$ cat config.mk
export PLATFORM = sky130hd
export DESIGN_NAME = blaster_uart_tx
export DESIGN_NICKNAME = d
export VERILOG_FILES = /design/src/rtl/blaster_uart_pkg.sv /design/src/rtl/blaster_uart_fifo.sv /design/src/rtl/blaster_uart_tx.sv
export SDC_FILE = /design/constraint.sdc
export NUM_CORES = 1
export LEC_CHECK = 0
export CORE_ASPECT_RATIO = 0.5
export CORE_MARGIN = 1
export CORE_UTILIZATION = 61
export CTS_CLUSTER_SIZE = 28
export DETAILED_ROUTE_END_ITERATION = 7
export GPL_ROUTABILITY_DRIVEN = 0
export PLACE_DENSITY = 0.8
export SETUP_SLACK_MARGIN = 0.3
export SLEW_MARGIN = 40
export SYNTH_ARGS = -nofsm -noshare
export SYNTH_HDL_FRONTEND = slang
export SYNTH_SLANG_ARGS = --single-unit
$ cat constraint.sdc
create_clock -name i_clk -period 4.45 [get_ports i_clk]
set_clock_uncertainty 0.15 [all_clocks]
set_input_delay 1.335 -clock i_clk [delete_from_list [all_inputs] [get_ports i_clk]]
set_output_delay 1.335 -clock i_clk [all_outputs]
set_load 0.03 [all_outputs]
$ cat src/rtl/blaster_uart_pkg.sv
// Shared types and helpers for the blaster UART transmit path.
// Parity support is compiled in with the BLASTER_UART_TX_PARITY_EN macro.
package blaster_uart_pkg;

  typedef enum logic [2:0] {
    IDLE,
    START,
    DATA,
    PARITY,
    STOP
  } tx_state_t;

  localparam logic PARITY_EVEN    = 1'b0;
  localparam logic PARITY_ODD_SEL = 1'b1;

`ifdef BLASTER_UART_TX_PARITY_EN
  localparam int PARITY_BITS = 1;
`else
  localparam int PARITY_BITS = 0;
`endif

  // Whole frame duration in clock cycles: start, data, optional parity, stop.
  function automatic int frame_cycles(input int clks_per_bit, input int data_bits,
                                      input int stop_bits);
    return (1 + data_bits + PARITY_BITS + stop_bits) * clks_per_bit;
  endfunction

endpackage

$ cat src/rtl/blaster_uart_fifo.sv
// Synchronous FIFO with occupancy count, full/empty flags and async active-high reset.
module blaster_uart_fifo #(
  parameter int WIDTH = 8,
  parameter int DEPTH = 16
) (
  input  logic                     clk,
  input  logic                     reset,
  input  logic                     push,
  input  logic [WIDTH-1:0]         wr_data,
  input  logic                     pop,
  output logic [WIDTH-1:0]         rd_data,
  output logic                     full,
  output logic                     empty,
  output logic [$clog2(DEPTH):0]   count
);

  localparam int AW = $clog2(DEPTH);

  logic [WIDTH-1:0] mem [DEPTH];
  logic [AW-1:0]    wr_ptr;
  logic [AW-1:0]    rd_ptr;
  logic             do_push;
  logic             do_pop;

  assign full    = (count == (AW+1)'(DEPTH));
  assign empty   = (count == '0);
  assign do_push = push && !full;
  assign do_pop  = pop && !empty;
  assign rd_data = mem[rd_ptr];

  always_ff @(posedge clk) begin
    if (do_push) mem[wr_ptr] <= wr_data;
  end

  // Pointers wrap naturally because DEPTH is a power of two.
  always_ff @(posedge clk or posedge reset) begin
    if (reset) begin
      wr_ptr <= '0;
      rd_ptr <= '0;
      count  <= '0;
    end else begin
      if (do_push) wr_ptr <= wr_ptr + 1'b1;
      if (do_pop)  rd_ptr <= rd_ptr + 1'b1;
      case ({do_push, do_pop})
        2'b10:   count <= count + 1'b1;
        2'b01:   count <= count - 1'b1;
        default: count <= count;
      endcase
    end
  end

endmodule

$ cat src/rtl/blaster_uart_tx.sv
// Buffered UART transmitter: FIFO front end feeding an LSB-first serialiser FSM.
// Optional parity bit is enabled by defining BLASTER_UART_TX_PARITY_EN.
module blaster_uart_tx
  import blaster_uart_pkg::*;
#(
  parameter int CLKS_PER_BIT = 434,
  parameter int DATA_BITS    = 8,
  parameter int STOP_BITS    = 1,
  parameter int FIFO_DEPTH   = 16,
  parameter int PARITY_ODD   = 0
) (
  input  logic                          i_clk,
  input  logic                          reset,
  input  logic                          i_valid,
  input  logic [DATA_BITS-1:0]          i_in,
  output logic                          o_ready,
  output logic                          o_tx_pin,
  output logic                          o_busy,
  output logic                          o_done,
  output logic [$clog2(FIFO_DEPTH):0]   o_fifo_count
);

  localparam int TW = $clog2(CLKS_PER_BIT);
  localparam int IW = $clog2(DATA_BITS);

  tx_state_t            state;
  logic [TW-1:0]        bit_timer;
  logic                 stop_cnt;
  logic [IW-1:0]        bit_idx;
  logic [DATA_BITS-1:0] shift_reg;
  logic [DATA_BITS-1:0] head;
  logic                 full;
  logic                 empty;
  logic                 pop;
  logic                 bit_end;
  logic                 last_stop;
  logic                 frame_end;
`ifdef BLASTER_UART_TX_PARITY_EN
  logic                 parity_bit;
`endif

  assign bit_end   = (bit_timer == TW'(CLKS_PER_BIT - 1));
  assign last_stop = (stop_cnt == 1'(STOP_BITS - 1));
  assign frame_end = (state == STOP) && bit_end && last_stop;
  assign pop       = !empty && ((state == IDLE) || frame_end);
  assign o_ready   = !full;

  blaster_uart_fifo #(
    .WIDTH (DATA_BITS),
    .DEPTH (FIFO_DEPTH)
  ) u_fifo (
    .clk     (i_clk),
    .reset   (reset),
    .push    (i_valid),
    .wr_data (i_in),
    .pop     (pop),
    .rd_data (head),
    .full    (full),
    .empty   (empty),
    .count   (o_fifo_count)
  );

  // The shift register is pre-shifted so its LSB always holds the next data bit.
  always_ff @(posedge i_clk or posedge reset) begin
    if (reset) begin
      state      <= IDLE;
      bit_timer  <= '0;
      stop_cnt   <= 1'b0;
      bit_idx    <= '0;
      shift_reg  <= '0;
      o_tx_pin   <= 1'b1;
      o_busy     <= 1'b0;
      o_done     <= 1'b0;
`ifdef BLASTER_UART_TX_PARITY_EN
      parity_bit <= 1'b0;
`endif
    end else begin
      o_done    <= 1'b0;
      bit_timer <= (state == IDLE || bit_end) ? '0 : bit_timer + 1'b1;
      if (pop) begin
        shift_reg <= head;
`ifdef BLASTER_UART_TX_PARITY_EN
        parity_bit <= (^head) ^ ((PARITY_ODD != 0) ? PARITY_ODD_SEL : PARITY_EVEN);
`endif
      end
      case (state)
        IDLE: begin
          if (!empty) begin
            state    <= START;
            o_tx_pin <= 1'b0;
            o_busy   <= 1'b1;
          end
        end
        START: begin
          if (bit_end) begin
            state     <= DATA;
            bit_idx   <= '0;
            o_tx_pin  <= shift_reg[0];
            shift_reg <= shift_reg >> 1;
          end
        end
        DATA: begin
          if (bit_end) begin
            if (bit_idx == IW'(DATA_BITS - 1)) begin
`ifdef BLASTER_UART_TX_PARITY_EN
              state    <= PARITY;
              o_tx_pin <= parity_bit;
`else
              state    <= STOP;
              stop_cnt <= 1'b0;
              o_tx_pin <= 1'b1;
`endif
            end else begin
              bit_idx   <= bit_idx + 1'b1;
              o_tx_pin  <= shift_reg[0];
              shift_reg <= shift_reg >> 1;
            end
          end
        end
`ifdef BLASTER_UART_TX_PARITY_EN
        PARITY: begin
          if (bit_end) begin
            state    <= STOP;
            stop_cnt <= 1'b0;
            o_tx_pin <= 1'b1;
          end
        end
`endif
        STOP: begin
          if (bit_end) begin
            if (last_stop) begin
              o_done <= 1'b1;
              if (!empty) begin
                state    <= START;
                o_tx_pin <= 1'b0;
              end else begin
                state  <= IDLE;
                o_busy <= 1'b0;
              end
            end else begin
              stop_cnt <= stop_cnt + 1'b1;
            end
          end
        end
        default: begin
          state    <= IDLE;
          o_tx_pin <= 1'b1;
          o_busy   <= 1'b0;
        end
      endcase
    end
  end

endmodule

==> impl_results.md <==
- RSZ-0062 raised after global routing: false
- Vias per cell: 6.413
- Die area: 0.01199 mm2
- Syn_area_per_cell: 17.07 um2
- Core Area: 0.01111 mm2
- Total gr overflow: 0
- WL final: 13780 um
- Global-route wire length before repair: 21430 um
- Setup ws final: 0.7887 ns
- R2R Path End: u_fifo.count[4]
- Combinational Power Share: 12.6%
- DR vias: 3880
- Layout Cells excl Fill: 605
- R2R setup slack: 0.87 ns
- Setup CP Type: reg2out
- #FFs+latches synth: 167
- Num CTS Buffers: 17
- Worst vdd ir: 282.3 uV
- Die Ht: 77.92 um
- Area occupied by multi-input gates: 0.002043 mm2
- H-tree levels: 4
- Cell area after synthesis: 0.007032 mm2
- Prevailing post-synth register cell: edfxtp_1
- Inst Count DP: 573
- PwrDens: 486.2 mW/mm2
- Fin area: 0.008024 mm2
- Final ANT Viol Nets: 0
- Netlist cell types: 54
- Hold Crit Endpoint: o_tx_pin
- Cells resized by post-CTS repair: 0
- Largest net degree at the start of global routing: 40
- Hold Vio Cnt, Final: 0
- # DRC: 0
- Drt pass-1 iters: 5
- Hold depth: 1
- Worst endpoint data arrival time: 2.18 ns
- Hold Slack: 0.3565 ns
- Tot GR Track Use: 25.24%
- Ys async rst share: 23.35%
- Internal power: 2.796 mW
- DIE WIDTH: 153.8 um
- Max Freq: 0.2731 GHz
- Hold_buf cts: 0
- CP endpoint kind: output pin
- Setup TNS: 0 ns
- P_leak: 2.914 nW
- Switching Fraction: 28.33%
- Hold_sp: o_tx_pin
- Final Util: 72.19%
- CP required: 2.96 ns
- CTS Sinks: 167
- Status: finished clean
- CTS tree: yes
- Syn_nets: 436
- Ratio of cells with drive above 1 in the final layout: 19.57%
- Starting DRC count in detailed routing: 330
- Syn. warnings: 0
- Worst-Skew Late Latency: 0.42 ns
- Clk buf depth: 2
- CTS Root Cell: clkbuf_16
- Vias in the first global route: 3910
- Final period util: 82.28%
- Register Area: 0.004822 mm2
- Clock transition at the registers of the reported paths: 0.07 ns
- IO Pins: 20
- Reg2reg path depth: 14
- DR WL/cell: 22.77 um
- Max-slew violations: 0
- Final setup violation count: 0
- R2r startpoint: bit_timer[1]
- Initial core utilization: 63.27%
- Max_slew headroom: 43.45%
- Slew @ Worst Pin: 0.8451 ns
- Post-synth EDFFs: 128
- Sw Pwr: 1.105 mW
- Clk pwr share: 37.6%
- Placed cell areas: 0.007413 mm2
- Crit path launch type: register
- Worst Path Max Fanout: 8
- FP Rows: 27
- IO Port Bufs: 19
- Post-synthesis sequential area ratio: 68.56%
- Antenna violations before repair: 0
- Post-DP HPWL: 8322 um
- Nets: 471
- N_diodes: 0
- Final min period: 3.661 ns
- # Max-Cap Violations: 0
- Pwr Total: 3.901 mW
- Layout area overhead: 14.11%
- Max reg flops: 128
- Gate Count Post-Synth: 412
- Setup WS pre-CTS: 0.4744 ns
- Fill cell count: 630
- Reg power frac: 49.8%
- Setup Buffers After CTS: 0
- Hold WC Path Type: reg2reg
[synthesized netlist by cell type (all sizes together) (2+ instances only)]
cell type / n / area (um2)
ha: 13 / 162.7
nand4: 4 / 40.04
nand2b: 3 / 18.77
buf: 10 / 81.33
nor3: 8 / 45.04
a21oi: 8 / 40.04
edfxtp: 128 / 3844
mux2: 9 / 101.4
or3: 2 / 12.51
a221oi: 2 / 23.77
nor2: 27 / 103.9
nand2: 20 / 75.07
o21ai: 12 / 60.05
nand3: 8 / 40.04
a221o: 7 / 70.07
xor2: 6 / 52.55
mux4: 32 / 762.0
dfrtp: 38 / 950.9
nor2b: 2 / 12.51
inv: 15 / 56.30
xnor2: 12 / 105.1
mux2i: 8 / 80.08
o211a: 7 / 70.07
clkbuf: 10 / 37.54
[cells by family (layout without fill, tap and decap cells)]
logic type      count (synthesis)  in the layout  synth area share [%]
mux                            49             49                 13.42
compound gates                 47             47                 5.036
fa+ha+maj                      14             14                 2.456
flops                         167            167                 68.56
simple gates                   82             82                 5.801
buf+inv                        35             83                 2.491
xor+xnor                       18             18                 2.242
[critical path: stages (launching register included)]
cell,delay (ns)
dfrtp_1,0.47
nor4_1,0.53
nand2_1,0.14
clkdlybuf4s50_1,0.61
[power groups by stage]
stage | Clock (mW) | Sequential [mW] | Combinational [mW]
after floorplan | 0 | 1.97 | 0.269
after global placement | 0 | 1.95 | 0.460
after detailed placement | 0 | 1.97 | 0.480
after CTS | 1.48 | 1.94 | 0.487
after global routing | 1.54 | 1.96 | 0.530
final | 1.47 | 1.94 | 0.492
[routing by layer]
layer	GRT usage [%]	part of all wire [%]	wire, um
met5	0	0	0
met4	10.70	2.0	282
met3	5.866	6.5	889
met2	41.86	49	6786
met1	32.59	42	5819
[final cells by class]
| class | instances | share of cell area, % |
|---|---|---|
| multi-input combinational | 210 | 25.46 |
| tap | 145 | 2.261 |
| clock inverter | 15 | 2.214 |
| timing repair buffer | 36 | 3.961 |
| sequential | 167 | 60.10 |
| inverter | 15 | 0.7017 |
| clock buffer | 17 | 5.302 |
[placed cells by master, fill, tap and decap left out, types with 2 or more instances in the layout]
cell type / n
o211a_1: 7
a21oi_1: 8
nor2_1: 23
inv_1: 15
clkdlybuf4s50_1: 19
clkinv_8: 5
inv_8: 5
buf_4: 17
mux2_2: 9
or3_1: 2
xor2_1: 6
xnor2_1: 12
mux2i_1: 8
mux4_1: 11
inv_6: 3
clkbuf_16: 17
a221o_1: 7
dfrtp_1: 37
nand2_1: 20
nor2b_1: 2
edfxtp_1: 128
ha_1: 13
nor2_2: 4
nand4_1: 3
o21ai_0: 11
nand3_1: 8
mux4_2: 21
nand2b_1: 3
nor3_1: 7
[how the worst max path moves through the flow]
stage	from	endpoint	slack, ns
global route	bit_timer[1]	u_fifo.count[4]	0.58
floorplan	u_fifo.count[1]	u_fifo.count[4]	0.78
CTS	u_fifo.count[1]	o_ready	0.76
finish	u_fifo.count[1]	o_ready	0.79
global placement	i_valid	u_fifo.count[4]	0.59
detailed placement	i_valid	u_fifo.count[4]	0.47
(Power assumes the default switching activity.)
